===== config.mk =====
export PLATFORM = sky130hd
export DESIGN_NAME = keyrom_burst
export DESIGN_NICKNAME = d
export VERILOG_FILES = /design/src/rtl/keyrom_pkg.sv /design/src/rtl/keyrom_array.sv /design/src/rtl/keyrom_burst.sv
export SDC_FILE = /design/constraint.sdc
export NUM_CORES = 1
export LEC_CHECK = 0
export ABC_AREA = 1
export BUFFER_PORTS_ARGS = -buffer_cell sky130_fd_sc_hd__buf_4
export CORE_MARGIN = 2
export CORE_UTILIZATION = 45
export CTS_CLUSTER_DIAMETER = 100
export DETAILED_ROUTE_END_ITERATION = 16
export GPL_TIMING_DRIVEN = 0
export PLACE_DENSITY = 0.78
export SLEW_MARGIN = 10
export SYNTH_ARGS = -nofsm -noshare
export SYNTH_HDL_FRONTEND = slang
export SYNTH_HIERARCHICAL = 1
export SYNTH_SLANG_ARGS = --single-unit

===== constraint.sdc =====
create_clock -name mclk -period 2.3 [get_ports mclk]
set_input_delay 0.115 -clock mclk [delete_from_list [all_inputs] [get_ports mclk]]
set_output_delay 0.115 -clock mclk [all_outputs]
set_load 0.03 [all_outputs]

===== src/rtl/keyrom_pkg.sv =====
// ============================================================================
// Module   : keyrom_pkg
// Purpose  : Shared types, default parameters and key-word init function for
//            the key ROM burst reader.
// Revision : 1.0 - initial release
// ============================================================================
`default_nettype none

package keyrom_pkg;

  localparam int c_DATA_W_DEF = 16;
  localparam int c_DEPTH_DEF  = 10;
  localparam int c_ADDR_W_DEF = 4;
  localparam int c_LEN_W_DEF  = 4;

  // Multiplier that generates the fixed key words
  localparam logic [63:0] c_KEY_STEP = 64'h1234;

  typedef enum logic [0:0] {
    ST_IDLE  = 1'b0,
    ST_BURST = 1'b1
  } state_t;

  // Untruncated key word for index idx; callers keep the low DATA_W bits
  function automatic logic [63:0] key_word(input int unsigned idx);
    return c_KEY_STEP * 64'(idx);
  endfunction

endpackage

`default_nettype wire


===== src/rtl/keyrom_array.sv =====
// ============================================================================
// Module   : keyrom_array
// Purpose  : Read-only DATA_W x DEPTH key store, registered read (block-ROM
//            style). Addresses at or beyond DEPTH read back as zero.
// Revision : 1.0 - initial release
// ============================================================================
`default_nettype none

module keyrom_array
  import keyrom_pkg::*;
#(
  parameter int DATA_W = c_DATA_W_DEF,
  parameter int DEPTH  = c_DEPTH_DEF,
  parameter int ADDR_W = c_ADDR_W_DEF
) (
  input  logic              clk,
  input  logic [ADDR_W-1:0] i_addr,
  output logic [DATA_W-1:0] o_data
);

  localparam logic [ADDR_W:0] c_DEPTH_A = (ADDR_W + 1)'(DEPTH);

  logic [DATA_W-1:0] w_rom [DEPTH];

  for (genvar i = 0; i < DEPTH; i++) begin : g_word
    assign w_rom[i] = DATA_W'(key_word(i));
  end

  // Registered read; out-of-range addresses return zero
  always_ff @(posedge clk) begin
    o_data <= ({1'b0, i_addr} < c_DEPTH_A) ? w_rom[i_addr] : '0;
  end

endmodule

`default_nettype wire


===== src/rtl/keyrom_burst.sv =====
// ============================================================================
// Module   : keyrom_burst
// Purpose  : Burst reader for the key ROM with access and range checks.
//            Optional sticky lock enabled by macro KEYROM_LOCK_EN.
// Revision : 1.0 - initial release
// ============================================================================
`default_nettype none

module keyrom_burst
  import keyrom_pkg::*;
#(
  parameter int DATA_W = c_DATA_W_DEF,
  parameter int DEPTH  = c_DEPTH_DEF,
  parameter int ADDR_W = c_ADDR_W_DEF,
  parameter int LEN_W  = c_LEN_W_DEF
) (
  input  logic              mclk,
  input  logic              puc_rst,
`ifdef KEYROM_LOCK_EN
  input  logic              lock_i,
`endif
  input  logic              req_i,
  input  logic [ADDR_W-1:0] req_addr,
  input  logic [LEN_W-1:0]  req_len,
  input  logic              access_en,
  output logic              ready,
  output logic [DATA_W-1:0] dout,
  output logic              dout_valid,
  output logic              dout_last,
  output logic              viol,
  output logic              range_err
);

  // One bit wider than the widest operand so addr+len never wraps
  localparam int c_SUM_W = ((ADDR_W > LEN_W) ? ADDR_W : LEN_W) + 1;
  localparam logic [c_SUM_W-1:0] c_DEPTH_S = c_SUM_W'(DEPTH);

  if (2 ** ADDR_W < DEPTH) begin : g_depth_chk
    $error("keyrom_burst: 2**ADDR_W must be >= DEPTH");
  end

  state_t              r_state;
  state_t              w_state_nxt;
  logic [ADDR_W-1:0]   r_addr;
  logic [LEN_W-1:0]    r_cnt;
  logic                r_viol;
  logic                r_rerr;
  logic [ADDR_W-1:0]   w_rom_addr;
  logic [DATA_W-1:0]   w_rom_q;
  logic [c_SUM_W-1:0]  w_end;
  logic                w_range;
  logic                w_blocked;
  logic                w_accept;
  logic                w_valid;
  logic                w_last;
  logic                w_ready;
  logic                w_viol_nxt;
  logic                w_rerr_nxt;

`ifdef KEYROM_LOCK_EN
  logic r_lock;

  // Sticky lock, cleared only by reset
  always_ff @(posedge mclk or posedge puc_rst) begin
    if (puc_rst)     r_lock <= 1'b0;
    else if (lock_i) r_lock <= 1'b1;
  end

  assign w_blocked = !access_en || r_lock;
`else
  assign w_blocked = !access_en;
`endif

  assign w_end   = c_SUM_W'(req_addr) + c_SUM_W'(req_len);
  assign w_range = (w_end >= c_DEPTH_S);

  // State register
  always_ff @(posedge mclk or posedge puc_rst) begin
    if (puc_rst) r_state <= ST_IDLE;
    else         r_state <= w_state_nxt;
  end

  // Next state, checks and output qualifiers
  always_comb begin
    w_state_nxt = r_state;
    w_ready     = 1'b0;
    w_valid     = 1'b0;
    w_last      = 1'b0;
    w_accept    = 1'b0;
    w_viol_nxt  = 1'b0;
    w_rerr_nxt  = 1'b0;
    w_rom_addr  = r_addr;
    case (r_state)
      ST_IDLE: begin
        w_ready    = 1'b1;
        // Present the request address now so word 0 is ready next cycle
        w_rom_addr = req_addr;
        if (req_i) begin
          if (w_blocked)    w_viol_nxt = 1'b1;
          else if (w_range) w_rerr_nxt = 1'b1;
          else begin
            w_accept    = 1'b1;
            w_state_nxt = ST_BURST;
          end
        end
      end
      ST_BURST: begin
        if (w_blocked) begin
          w_viol_nxt  = 1'b1;
          w_state_nxt = ST_IDLE;
        end else begin
          w_valid = 1'b1;
          if (r_cnt == '0) begin
            w_last      = 1'b1;
            w_state_nxt = ST_IDLE;
          end
        end
      end
      default: w_state_nxt = ST_IDLE;
    endcase
  end

  // Burst address/count tracking and error pulse registers
  always_ff @(posedge mclk or posedge puc_rst) begin
    if (puc_rst) begin
      r_addr <= '0;
      r_cnt  <= '0;
      r_viol <= 1'b0;
      r_rerr <= 1'b0;
    end else begin
      r_viol <= w_viol_nxt;
      r_rerr <= w_rerr_nxt;
      if (w_accept) begin
        r_addr <= req_addr + 1'b1;
        r_cnt  <= req_len;
      end else if (w_valid) begin
        r_addr <= r_addr + 1'b1;
        r_cnt  <= r_cnt - 1'b1;
      end
    end
  end

  keyrom_array #(
    .DATA_W (DATA_W),
    .DEPTH  (DEPTH),
    .ADDR_W (ADDR_W)
  ) u_rom (
    .clk    (mclk),
    .i_addr (w_rom_addr),
    .o_data (w_rom_q)
  );

  assign ready      = w_ready;
  assign dout_valid = w_valid;
  assign dout_last  = w_last;
  assign dout       = w_valid ? w_rom_q : '0;
  assign viol       = r_viol;
  assign range_err  = r_rerr;

endmodule

`default_nettype wire


After elaboration in Yosys (flattened, before gate mapping):

Memory sizes are Yosys's and may differ from the RTL's. A register that Yosys moved wholly into a read port is not among the register bits.
Index checks and enable logic that the tools add are counted.

* $add $sub $neg: 4
* $lt $le $gt $ge: 2
* muxes and demuxes: 26
* bitwise logic cells: 2
* reductions and logical operators: 3

Operator list (number)
* 4-bit 2-to-1 mux: 5
* 1-bit 2-to-1 mux: 18
* 16-bit 2-to-1 mux: 1
* 4-bit by 1-bit adder with 4-bit output (second input constant): 2
* 4-bit by 4-bit adder with 5-bit output: 1
* 5-bit by 4-bit greater-or-equal comparator with 1-bit output (second input constant): 1
* 4-bit NOT with 5-bit output: 1
* 4-bit zero test: 1
* 4-bit < comparator (second input constant): 1
* 1-bit one-hot mux with 2 select lines: 2
* 4-bit by 1-bit subtractor with 4-bit output (second input constant): 1
* 2-bit nonzero test: 1
* 1-bit zero test: 1
* 1-bit NOT: 1

* register bits: 11
* memory bits (read-only): 256
* output and inout port bits: 21
* logic and storage cells: 43
* memories kept: 1

Memory list
* (name not given): depth 16, bits a word 16, rd ports 1, clocked after Yosys merged registers in 1, write ports 0, line keyrom_array.sv:31 `o_data <= ({1'b0, i_addr} < c_DEPTH_A) ? w_rom[i_addr] : '0;`

Depth between registers and ports, before layout:

* depth in word-level cells: 7
* gate-level depth with buffers: 14
* depth with buffers taken out: 14

Modules after synthesis:

Netlist, hierarchy kept.

Modules (own cells, without submodules)
* keyrom_burst: times used 1, cells each 146, area each 978.4 um2, seq. area each 275.3 um2
* keyrom_array: times used 1, cells each 53, area each 455.4 um2, seq. area each 220.2 um2

Least setup slack after synthesis:

Ideal clock, no wire load.

* path type: input to register
* start point: in req_addr[0]
* end point: reg r_addr[1]
* arrival: 1.727 ns
* data required time: 2.174 ns
* path slack: 0.447 ns
* stages: 11
* cell sequence: ha_1 fa_1 nand2_1 nand2_1 a21oi_4 nand3_4 nand2_2 nand2_2 ha_1 nand2_1 o21ai_0

* word-level cells in the longest chain between the ends: 7
* elaborated cells between the ends (all ways): 9
* classes of those cells: add/sub: 2; order compare: 1; mux: 5; reduce/logical: 1

Ends and longest elaborated chain
* from (decl): line keyrom_burst.sv:23 `input logic [ADDR_W-1:0] req_addr,`
* 4-bit by 4-bit adder with 5-bit output: line keyrom_burst.sv:74 `assign w_end = c_SUM_W'(req_addr) + c_SUM_W'(req_len);`
* 5-bit by 4-bit greater-or-equal comparator with 1-bit output: line keyrom_burst.sv:75 `assign w_range = (w_end >= c_DEPTH_S);`
* 1-bit 2-to-1 mux: line keyrom_burst.sv:100 `else if (w_range) w_rerr_nxt = 1'b1;`
* 1-bit 2-to-1 mux: line keyrom_burst.sv:99 `if (w_blocked) w_viol_nxt = 1'b1;`
* 1-bit 2-to-1 mux: line keyrom_burst.sv:98 `if (req_i) begin`
* 1-bit 2-to-1 mux: line keyrom_burst.sv:93 `case (r_state)`
* 4-bit 2-to-1 mux or 2-bit nonzero test (tied branches)
* to (signal assigned): line keyrom_burst.sv:134 `r_addr <= req_addr + 1'b1;`
* to (signal assigned): line keyrom_burst.sv:137 `r_addr <= r_addr + 1'b1;`
* to (decl): line keyrom_burst.sv:44 `logic [ADDR_W-1:0] r_addr;`

Several ways; a longest one is shown, not always the timed one.
A chain may end at the register's enable or synchronous reset.

Worst setup path after layout:

* start point: reg r_state
* end point: reg u_rom.o_data[5]

* word-level cells in the longest chain between the ends: 3
* elaborated cells between the ends (all ways): 4
* classes of those cells: order compare: 1; mux: 1; bitwise: 1; reduce/logical: 1

Ends and longest elaborated chain
* from (decl): line keyrom_burst.sv:42 `state_t r_state;`
* from (signal assigned): line keyrom_burst.sv:80 `else r_state <= w_state_nxt;`
* 4-bit 2-to-1 mux *: line keyrom_burst.sv:93
* net w_rom_addr[1]: line keyrom_burst.sv:48 `logic [ADDR_W-1:0] w_rom_addr;`
* 4-bit < comparator: line keyrom_array.sv:31
* 1-bit zero test (no line)
* to (decl): line keyrom_array.sv:18 `output logic [DATA_W-1:0] o_data`

The timed path passes the listed nets; every way through them passes the cells marked *.

==> impl_metrics.py <==
metrics = {
    "status": {
        "status": "complete, no violations",
    },
    "cells_and_area": {
        "syn_to_final_growth_pct": 24.52,
        "multiInputGateArea_um2": 732.0,
        "finalInstanceArea_um2": 1785,
        "diodes": 0,
        "regArea_um2": 495.5,
        "fill_cells": 287,
        "finalNonFillerCells": 280,
        "nets": 259,
        "layout-drive-gt1-share_pct": 23.73,
    },
    "logic_synthesis": {
        "avgSynthCellArea_um2": 7.205,
        "synthCells": 199,
        "synthDistinctLibCells": 31,
        "synth_warnings": 6,
        "synth-seq-area-share_pct": 34.55,
        "syn_area_um2": 1434,
        "ys_seq_elements": 22,
    },
    "sta": {
        "setup-violations-final": 0,
        "fin_skew_ps": 3.531,
        "relSlewSlack_pct": 63.45,
        "final_min_period_over_clock_period_pct": 81.00,
        "fin_hold_ws_ps": 34.02,
        "finalHoldViolCount": 0,
        "fin_crit_ps": 1863,
        "max_slew.worst_pin.slew_ps": 546.2,
        "slew_violations": 0,
        "fin_setup_tns_ps": 0,
        "max_freq_ghz": 0.5368,
        "rsz0062_at_grt": "false",
    },
    "cts": {
        "h-tree-depth": 1,
        "worstSkewPairLatency_ps": 300,
        "cts_sinks": 22,
        "cts.reportedPaths.clkPinSlew_ps": 120,
        "cts_root_buf": "clkbuf_4",
        "cts_tree": "done",
        "numCtsBuffers": 3,
        "cts_buffer_depth": 2,
    },
    "placed_design": {
        "port_buffers": 30,
        "dp_cells": 274,
        "placed_cell_area_um2": 1718,
        "hpwl_um": 2124,
        "routabilityCongestion": 0.8047,
    },
    "flow_run": {
        "drv_cap": 0,
    },
    "setup_path": {
        "worstRegToRegCells": 6,
        "cp_num_cells": 6,
        "critPathRequiredTime_ps": 2500,
        "r2r_start": "r_state",
        "slowest_delay_ps": 500,
        "worstReg2RegEnd": "u_rom/o_data[5]",
        "path_delay_family": "compound AO/OA/AOI/OAI gates",
        "crit_chain": "inv_1 > o21ai_1 > inv_1 > ha_1 > o211ai_1 > nand2_1",
        "worstSetupStartpointType": "flop",
        "crit_top_cell": "inv_1",
        "end_kind": "flop",
        "startpoint": "r_state",
        "reg2reg_slack_ps": 440,
        "crit_buf_inv": 2,
        "critPathKind": "reg2reg",
        "crit_path_max_fanout": 7,
        "critPathCapture": "u_rom/o_data[5]",
        "crit_arrival_ps": 2070,
        "slowest_stage": "dfrtp_1",
    },
    "floorplanning": {
        "die_x_um": 60.45,
        "fp.dieArea_um2": 3654,
        "die_y_um": 60.45,
        "io_pins": 33,
        "row_count": 20,
        "start_util_pct": 46.97,
        "coreArea_um2": 3053,
    },
    "drt": {
        "ant_nets": 0,
        "avgViaCountPerCell": 4.593,
        "routedWlPerCell_um": 9.711,
        "vias": 1286,
        "wirelength_um": 2719,
        "firstDrtPassIters": 6,
        "drc_errors": 0,
        "drt_iter0_drc": 27,
    },
    "power": {
        "powerDensity_nw_per_um2": 821.8,
        "leakagePower_nw": 0.9688,
        "ir_drop_mv": 0.3213,
        "power.total_w": 0.001467,
    },
    "global_route": {
        "antenna_found_initial": 0,
        "grt_pass1_wl_um": 4740,
        "grt_pass1_vias": 1087,
        "overflow": 0,
        "grt_max_degree": 14,
        "track_usage_pct": 17.03,
    },
    "min_path": {
        "hp-class": "in2reg",
    },
}
-- placed cells by master, fill, tap and decap left out, drive strengths merged --
cell         netlist  routed
nand2             47      47
inv               41      41
buf                6      36
nor2              31      31
dfrtp             11      11
dfxtp             11      11
nand3             10      10
o21ai             10      10
ha                 9       9
nand4              7       7
clkbuf             2       6
o221ai             3       3
dlygate4sd3        0       2
conb               1       2
a21oi              2       2
a31oi              1       1
nor3               1       1
xor2               1       1
o21a               1       1
a21boi             1       1
xnor2              1       1
fa                 1       1
o211ai             1       1
-- registers in the layout, summed over array words and instances (netlist names) --
register / cells
r_state: 1
range_err: 1
r_cnt: 4
viol: 1
r_addr: 4
u_rom/o_data: 11
-- worst reg2reg max path, delay by kind of cell (launching register included) --
kind	cells	cell delay [ps]
flops	1	500
fa+ha+maj	1	320
simple gates	1	70
buf+inv	2	350
compound gates	2	520
-- metal layers --
metal  vias to the layer above  track usage (%)  wire length, µm
met3                         4            1.919              104
met1                       569            22.75             1368
met4                         0            6.522               34
met2                        31            28.42             1211
li1                        682                -                -
met5                         -                0                0
-- what timing repair did --
action,4_1_cts,5_1_grt
endpoints found under the hold margin,12,0
setup endpoints to repair,0,1
hold buffers,2,0
setup buffers,0,0
resized for setup,0,1
-- cell type report --
| class | instances | share of cell area, % |
|---|---|---|
| multi-input combinational | 129 | 41.00 |
| sequential | 22 | 27.75 |
| timing repair buffer | 32 | 13.74 |
| inverter | 41 | 8.620 |
| buffer | 8 | 3.153 |
| tap | 44 | 3.083 |
| clock buffer | 4 | 2.663 |
-- cell usage after synthesis (all sizes together) --
cell | number | area [µm²]
o21ai | 10 | 53.80
buf | 6 | 48.80
conb | 1 | 3.750
dfxtp | 11 | 220.2
a21boi | 1 | 7.510
fa | 1 | 20.02
inv | 41 | 153.9
o221ai | 3 | 26.28
clkbuf | 2 | 7.510
nand4 | 7 | 43.79
o211ai | 1 | 7.510
nand3 | 10 | 80.07
dfrtp | 11 | 275.3
nor3 | 1 | 5.000
xnor2 | 1 | 8.760
xor2 | 1 | 8.760
o21a | 1 | 7.510
nor2 | 31 | 123.9
a31oi | 1 | 6.260
ha | 9 | 112.6
a21oi | 2 | 21.27
nand2 | 47 | 191.4
-- where the power goes --
part	total [W]	switching, W	internal, W
logic	0.000641	0.000388	0.000253
clock network	0.000247	0.000114	0.000133
registers	0.000579	0.0000681	0.000511
total	0.00147	0.000571	0.000897
-- per-stage QoR --
stage                     setup WS [ps]  utilization, %
final                             437.0           58.48
after global routing              168.9           58.48
after CTS                         294.5           58.48
after detailed placement          156.4           56.27
after global placement            178.4           56.27
after floorplan                   447.2               -
-- kinds of logic (layout without fill, tap and decap cells) --
| logic type | after synthesis | count (layout) | synth area share, % |
|---|---|---|---|
| compound gates | 19 | 19 | 9.076 |
| xor+xnor | 2 | 2 | 1.222 |
| fa+ha+maj | 10 | 10 | 9.250 |
| buf+inv | 49 | 85 | 14.66 |
| flops | 22 | 22 | 34.55 |
| other cells | 1 | 2 | 0.2615 |
| simple gates | 96 | 96 | 30.98 |
-- how the worst min path moves through the flow --
stage | from | to | slack, ps | cells past startpoint
after floorplan | puc_rst | r_addr[0] | -30 | 1
after detailed placement | puc_rst | viol | 150 | 2
final | req_len[2] | r_cnt[2] | 30 | 3
after global routing | req_len[2] | r_cnt[2] | 30 | 3
after global placement | puc_rst | viol | 140 | 2
after CTS | req_len[2] | r_cnt[2] | 20 | 3
Note: power is estimated with default switching activity, not from simulation.
